--- config.mk ---
export PLATFORM = sky130hd
export DESIGN_NAME = operator_arbiter_flat
export DESIGN_NICKNAME = d
export VERILOG_FILES = /design/src/rtl/operator_arbiter_if.sv /design/src/rtl/operator_arbiter.sv /design/src/flat_wrapper.sv
export SDC_FILE = /design/constraint.sdc
export NUM_CORES = 1
export LEC_CHECK = 0
export CORE_AREA = 2 2 72 74
export DETAILED_ROUTE_END_ITERATION = 10
export DIE_AREA = 0 0 74 76
export PLACE_DENSITY = 0.92
export SYNTH_ARGS = -nofsm -noshare
export SYNTH_HDL_FRONTEND = slang
export SYNTH_SLANG_ARGS = --single-unit
--- constraint.sdc ---
create_clock -name clk -period 12.5 [get_ports clk]
set_input_delay 2.5 -clock clk [delete_from_list [all_inputs] [get_ports clk]]
set_output_delay 2.5 -clock clk [all_outputs]
set_load 0.03 [all_outputs]
--- src/rtl/operator_arbiter_if.sv ---
// operator_arbiter_if: request/response bundle between the two issue lanes and the arbiter
interface operator_arbiter_if #(parameter int N = 4);
    logic [1:0]          req_valid;
    logic [1:0]          req_ready;
    logic [3:0]          req0_op;
    logic signed [N-1:0] req0_a;
    logic signed [N-1:0] req0_b;
    logic [3:0]          req1_op;
    logic signed [N-1:0] req1_a;
    logic signed [N-1:0] req1_b;
    logic [1:0]          rsp_valid;
    logic [1:0]          rsp_ready;
    logic signed [N-1:0] rsp_result;
    logic [3:0]          rsp_flags;
    logic                busy;
    modport master (
        output req_valid, req0_op, req0_a, req0_b, req1_op, req1_a, req1_b, rsp_ready,
        input  req_ready, rsp_valid, rsp_result, rsp_flags, busy
    );
    modport slave (
        input  req_valid, req0_op, req0_a, req0_b, req1_op, req1_a, req1_b, rsp_ready,
        output req_ready, rsp_valid, rsp_result, rsp_flags, busy
    );
endinterface

--- src/rtl/operator_arbiter.sv ---
// operator_arbiter: two-lane valid/ready arbiter sharing one Operator datapath
module operator_arbiter #(
    parameter int N             = 4,
    parameter int MULDIV_CYCLES = 3
) (
    input logic               clk,
    input logic               rst_n,
    operator_arbiter_if.slave port_if
);
    localparam logic [1:0] IDLE = 2'd0;
    localparam logic [1:0] EXEC = 2'd1;
    localparam logic [1:0] RESP = 2'd2;

    logic [1:0]          state_q, state_d;
    logic                last_q, last_d;
    logic                owner_q, owner_d;
    logic [3:0]          op_q, op_d;
    logic signed [N-1:0] a_q, a_d;
    logic signed [N-1:0] b_q, b_d;
    logic signed [N-1:0] res_q, res_d;
    logic [3:0]          flags_q, flags_d;
    logic [3:0]          cnt_q, cnt_d;
    logic signed [N-1:0] y;
    logic signed [N-1:0] res;
    logic                gnt, fire, done, ill, divz;

    Operator #(.N(N)) u_op (.op_i(op_q), .a_i(a_q), .b_i(b_q), .y_o(y));

    // Grant, handshake and the special-case result override
    always_comb begin
        gnt               = &port_if.req_valid ? ~last_q : port_if.req_valid[1];
        port_if.req_ready = (rst_n && state_q == IDLE) ? port_if.req_valid & (gnt ? 2'b10 : 2'b01) : 2'b00;
        fire              = |port_if.req_ready;
        done              = (op_q == 4'd4 || op_q == 4'd5) ? cnt_q == 4'(MULDIV_CYCLES - 1) : 1'b1;
        ill               = op_q > 4'd10;
        divz              = op_q == 4'd5 && b_q == '0;
        res               = (ill || divz) ? '0 : y;
        port_if.rsp_valid  = state_q == RESP ? (owner_q ? 2'b10 : 2'b01) : 2'b00;
        port_if.rsp_result = res_q;
        port_if.rsp_flags  = flags_q;
        port_if.busy       = state_q != IDLE;
    end

    // Transaction sequencing: accept, execute for the op's cycle count, then hold the response
    always_comb begin
        state_d = state_q;
        last_d  = last_q;
        owner_d = owner_q;
        op_d    = op_q;
        a_d     = a_q;
        b_d     = b_q;
        res_d   = res_q;
        flags_d = flags_q;
        cnt_d   = cnt_q;
        if (state_q == IDLE && fire) begin
            owner_d = gnt;
            last_d  = gnt;
            op_d    = gnt ? port_if.req1_op : port_if.req0_op;
            a_d     = gnt ? port_if.req1_a : port_if.req0_a;
            b_d     = gnt ? port_if.req1_b : port_if.req0_b;
            cnt_d   = '0;
            state_d = EXEC;
        end else if (state_q == EXEC) begin
            cnt_d = cnt_q + 4'd1;
            if (done) begin
                res_d   = res;
                flags_d = {ill, divz, res[N-1], res == '0};
                state_d = RESP;
            end
        end else if (state_q == RESP && port_if.rsp_ready[owner_q]) begin
            state_d = IDLE;
        end
    end

    // State registers with synchronous active-low reset; lane 0 wins the first tie
    always_ff @(posedge clk) begin
        if (!rst_n) begin
            state_q <= IDLE;
            last_q  <= 1'b1;
            owner_q <= 1'b0;
            op_q    <= '0;
            a_q     <= '0;
            b_q     <= '0;
            res_q   <= '0;
            flags_q <= '0;
            cnt_q   <= '0;
        end else begin
            state_q <= state_d;
            last_q  <= last_d;
            owner_q <= owner_d;
            op_q    <= op_d;
            a_q     <= a_d;
            b_q     <= b_d;
            res_q   <= res_d;
            flags_q <= flags_d;
            cnt_q   <= cnt_d;
        end
    end
endmodule

// Operator: combinational signed N-bit ALU shared by both lanes
module Operator #(parameter int N = 4) (
    input  logic [3:0]          op_i,
    input  logic signed [N-1:0] a_i,
    input  logic signed [N-1:0] b_i,
    output logic signed [N-1:0] y_o
);
    // Opcode decode; compare yields -1/0/+1, shifts take b as an unsigned amount
    always_comb begin
        case (op_i)
            4'd0:    y_o = a_i;
            4'd1:    y_o = (a_i < b_i) ? '1 : (a_i > b_i) ? N'(1) : '0;
            4'd2:    y_o = a_i + b_i;
            4'd3:    y_o = a_i - b_i;
            4'd4:    y_o = a_i * b_i;
            4'd5:    y_o = a_i / b_i;
            4'd6:    y_o = a_i ^ b_i;
            4'd7:    y_o = a_i & b_i;
            4'd8:    y_o = ~a_i;
            4'd9:    y_o = a_i <<< b_i;
            4'd10:   y_o = a_i >>> b_i;
            default: y_o = '0;
        endcase
    end
endmodule

--- src/flat_wrapper.sv ---
// flat-port wrapper written by rule: the top's interface ports become plain ports
module operator_arbiter_flat 
#(
    parameter int N             = 4,
    parameter int MULDIV_CYCLES = 3
)
  (clk, rst_n, port_if_req_valid, port_if_req0_op, port_if_req0_a, port_if_req0_b, port_if_req1_op, port_if_req1_a, port_if_req1_b, port_if_rsp_ready, port_if_req_ready, port_if_rsp_valid, port_if_rsp_result, port_if_rsp_flags, port_if_busy);
  operator_arbiter_if #(.N(N)) port_if_i ();
  input logic clk;
  input logic rst_n;
  input wire logic [$bits(port_if_i.req_valid)-1:0] port_if_req_valid;
  input wire logic [$bits(port_if_i.req0_op)-1:0] port_if_req0_op;
  input wire logic [$bits(port_if_i.req0_a)-1:0] port_if_req0_a;
  input wire logic [$bits(port_if_i.req0_b)-1:0] port_if_req0_b;
  input wire logic [$bits(port_if_i.req1_op)-1:0] port_if_req1_op;
  input wire logic [$bits(port_if_i.req1_a)-1:0] port_if_req1_a;
  input wire logic [$bits(port_if_i.req1_b)-1:0] port_if_req1_b;
  input wire logic [$bits(port_if_i.rsp_ready)-1:0] port_if_rsp_ready;
  output wire logic [$bits(port_if_i.req_ready)-1:0] port_if_req_ready;
  output wire logic [$bits(port_if_i.rsp_valid)-1:0] port_if_rsp_valid;
  output wire logic [$bits(port_if_i.rsp_result)-1:0] port_if_rsp_result;
  output wire logic [$bits(port_if_i.rsp_flags)-1:0] port_if_rsp_flags;
  output wire logic [$bits(port_if_i.busy)-1:0] port_if_busy;
  assign port_if_i.req_valid = port_if_req_valid;
  assign port_if_i.req0_op = port_if_req0_op;
  assign port_if_i.req0_a = port_if_req0_a;
  assign port_if_i.req0_b = port_if_req0_b;
  assign port_if_i.req1_op = port_if_req1_op;
  assign port_if_i.req1_a = port_if_req1_a;
  assign port_if_i.req1_b = port_if_req1_b;
  assign port_if_i.rsp_ready = port_if_rsp_ready;
  assign port_if_req_ready = port_if_i.req_ready;
  assign port_if_rsp_valid = port_if_i.rsp_valid;
  assign port_if_rsp_result = port_if_i.rsp_result;
  assign port_if_rsp_flags = port_if_i.rsp_flags;
  assign port_if_busy = port_if_i.busy;
  operator_arbiter #(.N(N), .MULDIV_CYCLES(MULDIV_CYCLES)) u_core (.clk(clk), .rst_n(rst_n), .port_if(port_if_i));
endmodule
==> run metrics, run 1 <==
final instance area=3200 um2; Worst VDD drop=0.0826 mV; min-delay src=u_core.port_if.rsp_flags[3]; Post-CTS Setup Inserts=0; M2 GR Usage=around 39%; Overflow after GRT=0; DRC viols=0; Critical Path Source=port_if_req_valid[1]; DP Area=3150 um2; final setup fails=0; routed via count=2567; TritonCTS buffer count=3; shortest period the worst path allows=about 7000 ps; Hold Vio Cnt, Final=0; met1 usage=31.7%; critical setup path kind=in -> out; R2R Path Start=u_core.b_q[0]; initial core utilization=55.7%; Setup WS post-layout=5640 ps; dpl ws=~5700 ps; WL/cell=14.2 um; iteration-0 DRC count of the detailed router=between 200 and 250; die area=5620 um2; slew margin rel.=56.1%; CP dominant cell by count=clkdlybuf4s50_1; CTS Root Cell=clkbuf_8; EDFF count, synth=0; Gates resized, CTS repair=0; Final Skew=around 11 ps; Leakage=about 1.3 nW; commonest non-fill, non-tap cells in the layout=nor2_1 (43), clkdlybuf4s50_1 (42), ha_1 (28); Netlist cell types=just over 60; busiest grt layer=met2; setup_tns=0 ps; total global-route track usage=23.2%; slowest CP cell=clkdlybuf4s50_1; IO buf count=42; register bit count reported by yosys=27; vias in the first global route=2365; Worst setup SP type=input port; DR vias/cell=5.81; crit-path max FO=15; I/O pin cnt=43; HPWL after DPL=4890 um; outcome=complete, no violations; Worst Hold Class=reg -> reg; most common flop cell mapped by yosys=dfxtp_1; worst skew pair latency=280 ps; first-pass GRT wire length=10700 um; GR met3 Demand/Resource=roughly 1.7%; Final Max Tran Viols=0; Hold Buf Count CTS=0; Final Cycle Share=between 50 and 60%; register area share after synthesis=19.8%; RSZ-0062 raised after global routing=false; slew of the pin with the lowest slew margin=642 ps; final core occ=65.2%; cells after synthesis=347; Max Cap Violations=0; drt total wl=6290 um; DRT Pass-1 Iters=5; Core Box Area=4910 um2; die width=74 um; Worst R2R Setup Slack=6110 ps; clock tree buffer depth=2; critical path required time=10000 ps; TritonCTS clock tree=built; CP Capture Type=primary output; crit-path max cell delay=about 690 ps; Post-Synthesis Cell Area=2740 um2; power density over the cells=125 nW/um2; total clock sinks=27; number of diodes=0; Final #Nets=433; synth warn=0; CP cell instances=clkdlybuf4s50_1, a21boi_1, buf_4, and3_1, clkdlybuf4s50_1; share of cells above drive strength 1=4.84%; syn_nets=between 400 and 500; fmax=0.146 GHz; Fill cells=between 400 and 500; post-synthesis async set-or-reset flop share=0%; GP Congestion=0.920; initial antenna violation count=0; commonest non-fill, non-tap cell in the layout=nor2_1; Die Y=76 um; # rows=26; Routed Antenna Nets=0; critical path arrival=4360 ps; syn_area_per_cell=7.89 um2; H-tree depth=1; Area Growth Syn to Fin=17.0%; largest net degree at the start of global routing=26; clock-pin slew on the worst setup and hold paths=100 ps
cell usage after synthesis (2+ instances only):
| master | number | area share [%] |
|---|---|---|
| clkbuf_1 | 13 | 1.8 |
| nor3b_1 | 3 | 0.82 |
| and3b_1 | 2 | 0.64 |
| o31ai_1 | 2 | 0.55 |
| mux2_2 | 4 | 1.6 |
| nor2_1 | 43 | 5.9 |
| o31a_1 | 2 | 0.64 |
| nand4_1 | 3 | 0.69 |
| nor4b_1 | 2 | 0.64 |
| mux2i_1 | 27 | 9.9 |
| a31oi_1 | 3 | 0.69 |
| xor2_1 | 6 | 1.9 |
| xnor2_1 | 10 | 3.2 |
| o21a_1 | 3 | 0.82 |
| nand2b_1 | 2 | 0.46 |
| nor4_1 | 2 | 0.46 |
| nand3b_1 | 2 | 0.55 |
| a211oi_1 | 15 | 4.1 |
| buf_2 | 5 | 0.91 |
| o22ai_1 | 2 | 0.46 |
| ha_1 | 28 | 13 |
| nor3_1 | 15 | 2.7 |
| nor2b_1 | 6 | 1.4 |
| nand3_1 | 8 | 1.5 |
| o21ai_0 | 12 | 2.2 |
| a21o_1 | 2 | 0.55 |
| dfxtp_1 | 27 | 20 |
| and3_1 | 5 | 1.1 |
| a2111oi_0 | 2 | 0.64 |
| buf_4 | 3 | 0.82 |
| o211ai_1 | 3 | 0.82 |
| inv_1 | 24 | 3.3 |
| fa_1 | 2 | 1.5 |
| a21oi_1 | 15 | 2.7 |
| or3_1 | 4 | 0.91 |
| nand2_1 | 15 | 2.1 |
final cells by class:
type | count | area (um2) | area share, %
multi-input combinational | 273 | 2000 | 62.4
sequential | 27 | 541 | 16.9
timing repair buffer | 44 | 435 | 13.6
inverter | 24 | 90.1 | 2.81
tap | 70 | 87.6 | 2.74
clock buffer | 3 | 41.3 | 1.29
clock inverter | 1 | 7.51 | 0.234
report_power, final:
part | switching [W] | internal [W]
logic | 0.000129 | 0.000108
clock network | 0.0000279 | 0.0000227
registers | 0.0000201 | 0.0000935
total | 0.000177 | 0.000224
worst max-delay path: cells and delay by family:
kind	cells	cell delay (ps)
AOI/OAI and AO/OA	1	200
buffers and inverters	3	1460
and+or+nand+nor	1	200
through the flow:
stage               power [W]  instances  hold WS [ps]
floorplan            0.000297        347           466
global placement     0.000339        438           445
detailed placement   0.000350        438           451
CTS                  0.000400        442           465
global route         0.000434        442           504
finish               0.000401        442           469
kinds of logic (layout without fill, tap and decap cells):
kind of cell / after synthesis / count (layout) / synth area share [%]
AO/OA/AOI/OAI: 77 / 77 / 19.9
XOR/XNOR: 16 / 16 / 5.12
adder cells (fa/ha/maj): 30 / 30 / 14.3
buffers and inverters: 47 / 72 / 7.36
flip-flops: 27 / 27 / 19.8
multiplexers: 31 / 31 / 11.5
AND/OR/NAND/NOR: 119 / 119 / 22.1
worst paths after layout:
check                                end  cells past startpoint
max reg2reg  u_core.port_if.rsp_flags[0]                     26
max                 port_if_req_ready[1]                      5
min reg2reg  u_core.port_if.rsp_flags[3]                      2
min          u_core.port_if.rsp_flags[3]                      2
layer usage:
| layer | part of all wire (%) | up-vias |
|---|---|---|
| met5 | 0 | - |
| met1 | 44 | 1169 |
| met4 | 1.5 | 0 |
| met2 | 50 | 87 |
| met3 | 4.6 | 14 |
| li1 | - | 1297 |
flip-flops by register name, summed over array words and instances (netlist names):
signal / cells
u_core.a_q: 4
u_core.b_q: 4
u_core.cnt_q: 4
u_core.op_q: 4
u_core.port_if.rsp_flags: 4
u_core.port_if.rsp_result: 3
u_core.state_q: 2
u_core.last_q: 1
u_core.owner_q: 1
(Power assumes the default switching activity.)
==> run 2: changes to the inputs <==
--- a/config.mk
+++ b/config.mk
@@ -5,10 +5,10 @@
 export SDC_FILE = /design/constraint.sdc
 export NUM_CORES = 1
 export LEC_CHECK = 0
-export CORE_AREA = 2 2 72 74
+export CORE_AREA = 2 2 74 76
 export DETAILED_ROUTE_END_ITERATION = 10
-export DIE_AREA = 0 0 74 76
-export PLACE_DENSITY = 0.92
+export DIE_AREA = 0 0 76 78
+export PLACE_DENSITY = 0.88
 export SYNTH_ARGS = -nofsm -noshare
 export SYNTH_HDL_FRONTEND = slang
 export SYNTH_SLANG_ARGS = --single-unit
==> constraint.sdc (replaced) <==
create_clock -name clk -period 7.15 [get_ports clk]
set_input_delay 1.43 -clock clk [delete_from_list [all_inputs] [get_ports clk]]
set_output_delay 1.43 -clock clk [all_outputs]
set_load 0.03 [all_outputs]
==> run 2 against run 1 <==
Compared with the run above: via count increased by 0.51%; clock power rose by 80%; critical path depth up 21; hold slack better by 0.85 ps; sequential share of layout area did not move; die area up 5.4%; sequential power up 75%; global-route usage decreased by 1.3 points; non-clock buffer count unchanged; flip-flop and latch count did not move; critical path type is now reg -> reg; largest cell class unchanged; highest routed layer unchanged.
==> run metrics, run 2 (same netlist as run 1, synthesis figures left out) <==
slew of the pin with the lowest slew margin=730 ps; Net Switching=just over 0.0003 W; placed insts=438; initial core utilization=a little over half; H-tree depth=1; dpl ws=980 ps; Flop pwr share=28.4%; shortest period the worst path allows=6210 ps; TritonCTS clock tree=built; largest net degree at the start of global routing=26; routed via count=about 2600; Gates resized, CTS repair=0; power density over the cells=~220 nW/um2; outcome=complete, no violations; CP Capture Type=register; Final Cycle Share=86.9%; Worst Hold Class=reg -> reg; GR met3 Demand/Resource=1.74%; Combinational Power Share=58.5%; Worst setup SP type=register; WL/cell=14.3 um; busiest grt layer=met2; met1 usage=between 20 and 30%; clock-pin slew on the worst setup and hold paths=100 ps; internal power=0.000391 W; Setup WS post-layout=940 ps; Hold Buf Count CTS=0; DRT Pass-1 Iters=5; Area Growth Syn to Fin=17.0%; fmax=0.161 GHz; total clock sinks=27; Die Y=just under 80 um; DR vias/cell=5.84; die area=5930 um2; Final #Nets=~430; Hold Vio Cnt, Final=0; TritonCTS buffer count=3; initial antenna violation count=0; Leakage=around 1.3 nW; Overflow after GRT=0; iteration-0 DRC count of the detailed router=240; RSZ-0062 raised after global routing=false; Post-CTS Setup Inserts=0; critical path required time=7330 ps; first-pass GRT wire length=10900 um; clock power share=13.1%; Final Skew=9.22 ps; Final Max Tran Viols=0; Sw Share=44.1%; critical path arrival=6390 ps; worst skew pair latency=between 200 and 300 ps; # rows=26; commonest non-fill, non-tap cells in the layout=nor2_1 (43), clkdlybuf4s50_1 (42), ha_1 (28); drt total wl=6310 um; DRC viols=0; Post-Layout Cell Count=442; number of diodes=0; Core Box Area=approximately 5000 um2; Worst VDD drop=between 0.1 and 0.15 mV; slew margin rel.=around half; Routed Antenna Nets=0; die width=roughly 76 um; share of cells above drive strength 1=4.84%; commonest non-fill, non-tap cell in the layout=nor2_1; setup_tns=0 ps; clock tree buffer depth=2; crit-path max FO=18; CTS Root Cell=clkbuf_8; critical setup path kind=reg -> reg; IO buf count=42; vias in the first global route=2391; GP Congestion=between 0.9 and 1; I/O pin cnt=43; HPWL after DPL=between 4000 and 5000 um; final setup fails=0; M2 GR Usage=38.3%; total global-route track usage=21.9%; Max Cap Violations=0
## run 2: power groups by stage
stage	sequential [W]	combinational, W	clock, W
after floorplan	0.000181	0.000337	0
after global placement	0.000200	0.000396	0
after detailed placement	0.000201	0.000407	0
after CTS	0.000198	0.000410	0.0000926
after global routing	0.000203	0.000459	0.0000995
final	0.000199	0.000409	0.0000913
## run 2: critical path, cell delays in order, from the launching register on
cell,delay [ps]
dfxtp_1,700
inv_1,250
ha_1,350
mux2i_1,340
and3_1,290
a21oi_1,90
a21oi_1,190
ha_1,280
o21a_1,130
o211a_2,300
nor2_1,110
a21oi_1,60
ha_1,320
o21a_1,150
nor3_1,50
nor2_2,270
mux2_2,380
ha_1,270
nor2_1,40
a211oi_1,460
inv_1,100
ha_1,220
nor4_1,250
mux2i_1,110
nand3_1,110
nor3_1,60
a31o_1,260
## run 2: layer usage
layer | routed length [um] | vias up
met4 | 82 | 0
li1 | - | 1296
met2 | 3100 | 90
met1 | 2860 | 1183
met5 | 0 | -
met3 | 266 | 11
## run 2: final timing paths
| kind | start | end | slack, ps | cells past startpoint |
|---|---|---|---|---|
| worst max-delay path | u_core.b_q[0] | u_core.port_if.rsp_flags[0] | 940 | 26 |
| worst min register to register | u_core.port_if.rsp_flags[3] | u_core.port_if.rsp_flags[3] | 470 | 2 |
| worst max register to register | u_core.b_q[0] | u_core.port_if.rsp_flags[0] | 940 | 26 |
| worst min-delay path | u_core.port_if.rsp_flags[3] | u_core.port_if.rsp_flags[3] | 470 | 2 |
## run 2: final cells by class
type                            count  area [um2]
Clock buffer                        3        41.3
Clock inverter                      1        7.51
Fill cell                         442        1840
Inverter                           24        90.1
Multi-Input combinational cell    273        2000
Sequential cell                    27         541
Tap cell                           70        87.6
Timing Repair Buffer               44         435
## run 2: stage by stage
step / instance area [um2] / utilization, % / hold slack [ps] / power, W
floorplan: 2740 / - / 466 / 0.000518
global placement: 3150 / 62.5 / 447 / 0.000596
detailed placement: 3150 / 62.5 / 457 / 0.000608
CTS: 3200 / 63.5 / 475 / 0.000700
global route: 3200 / 63.5 / 521 / 0.000761
finish: 3200 / 63.5 / 470 / 0.000700
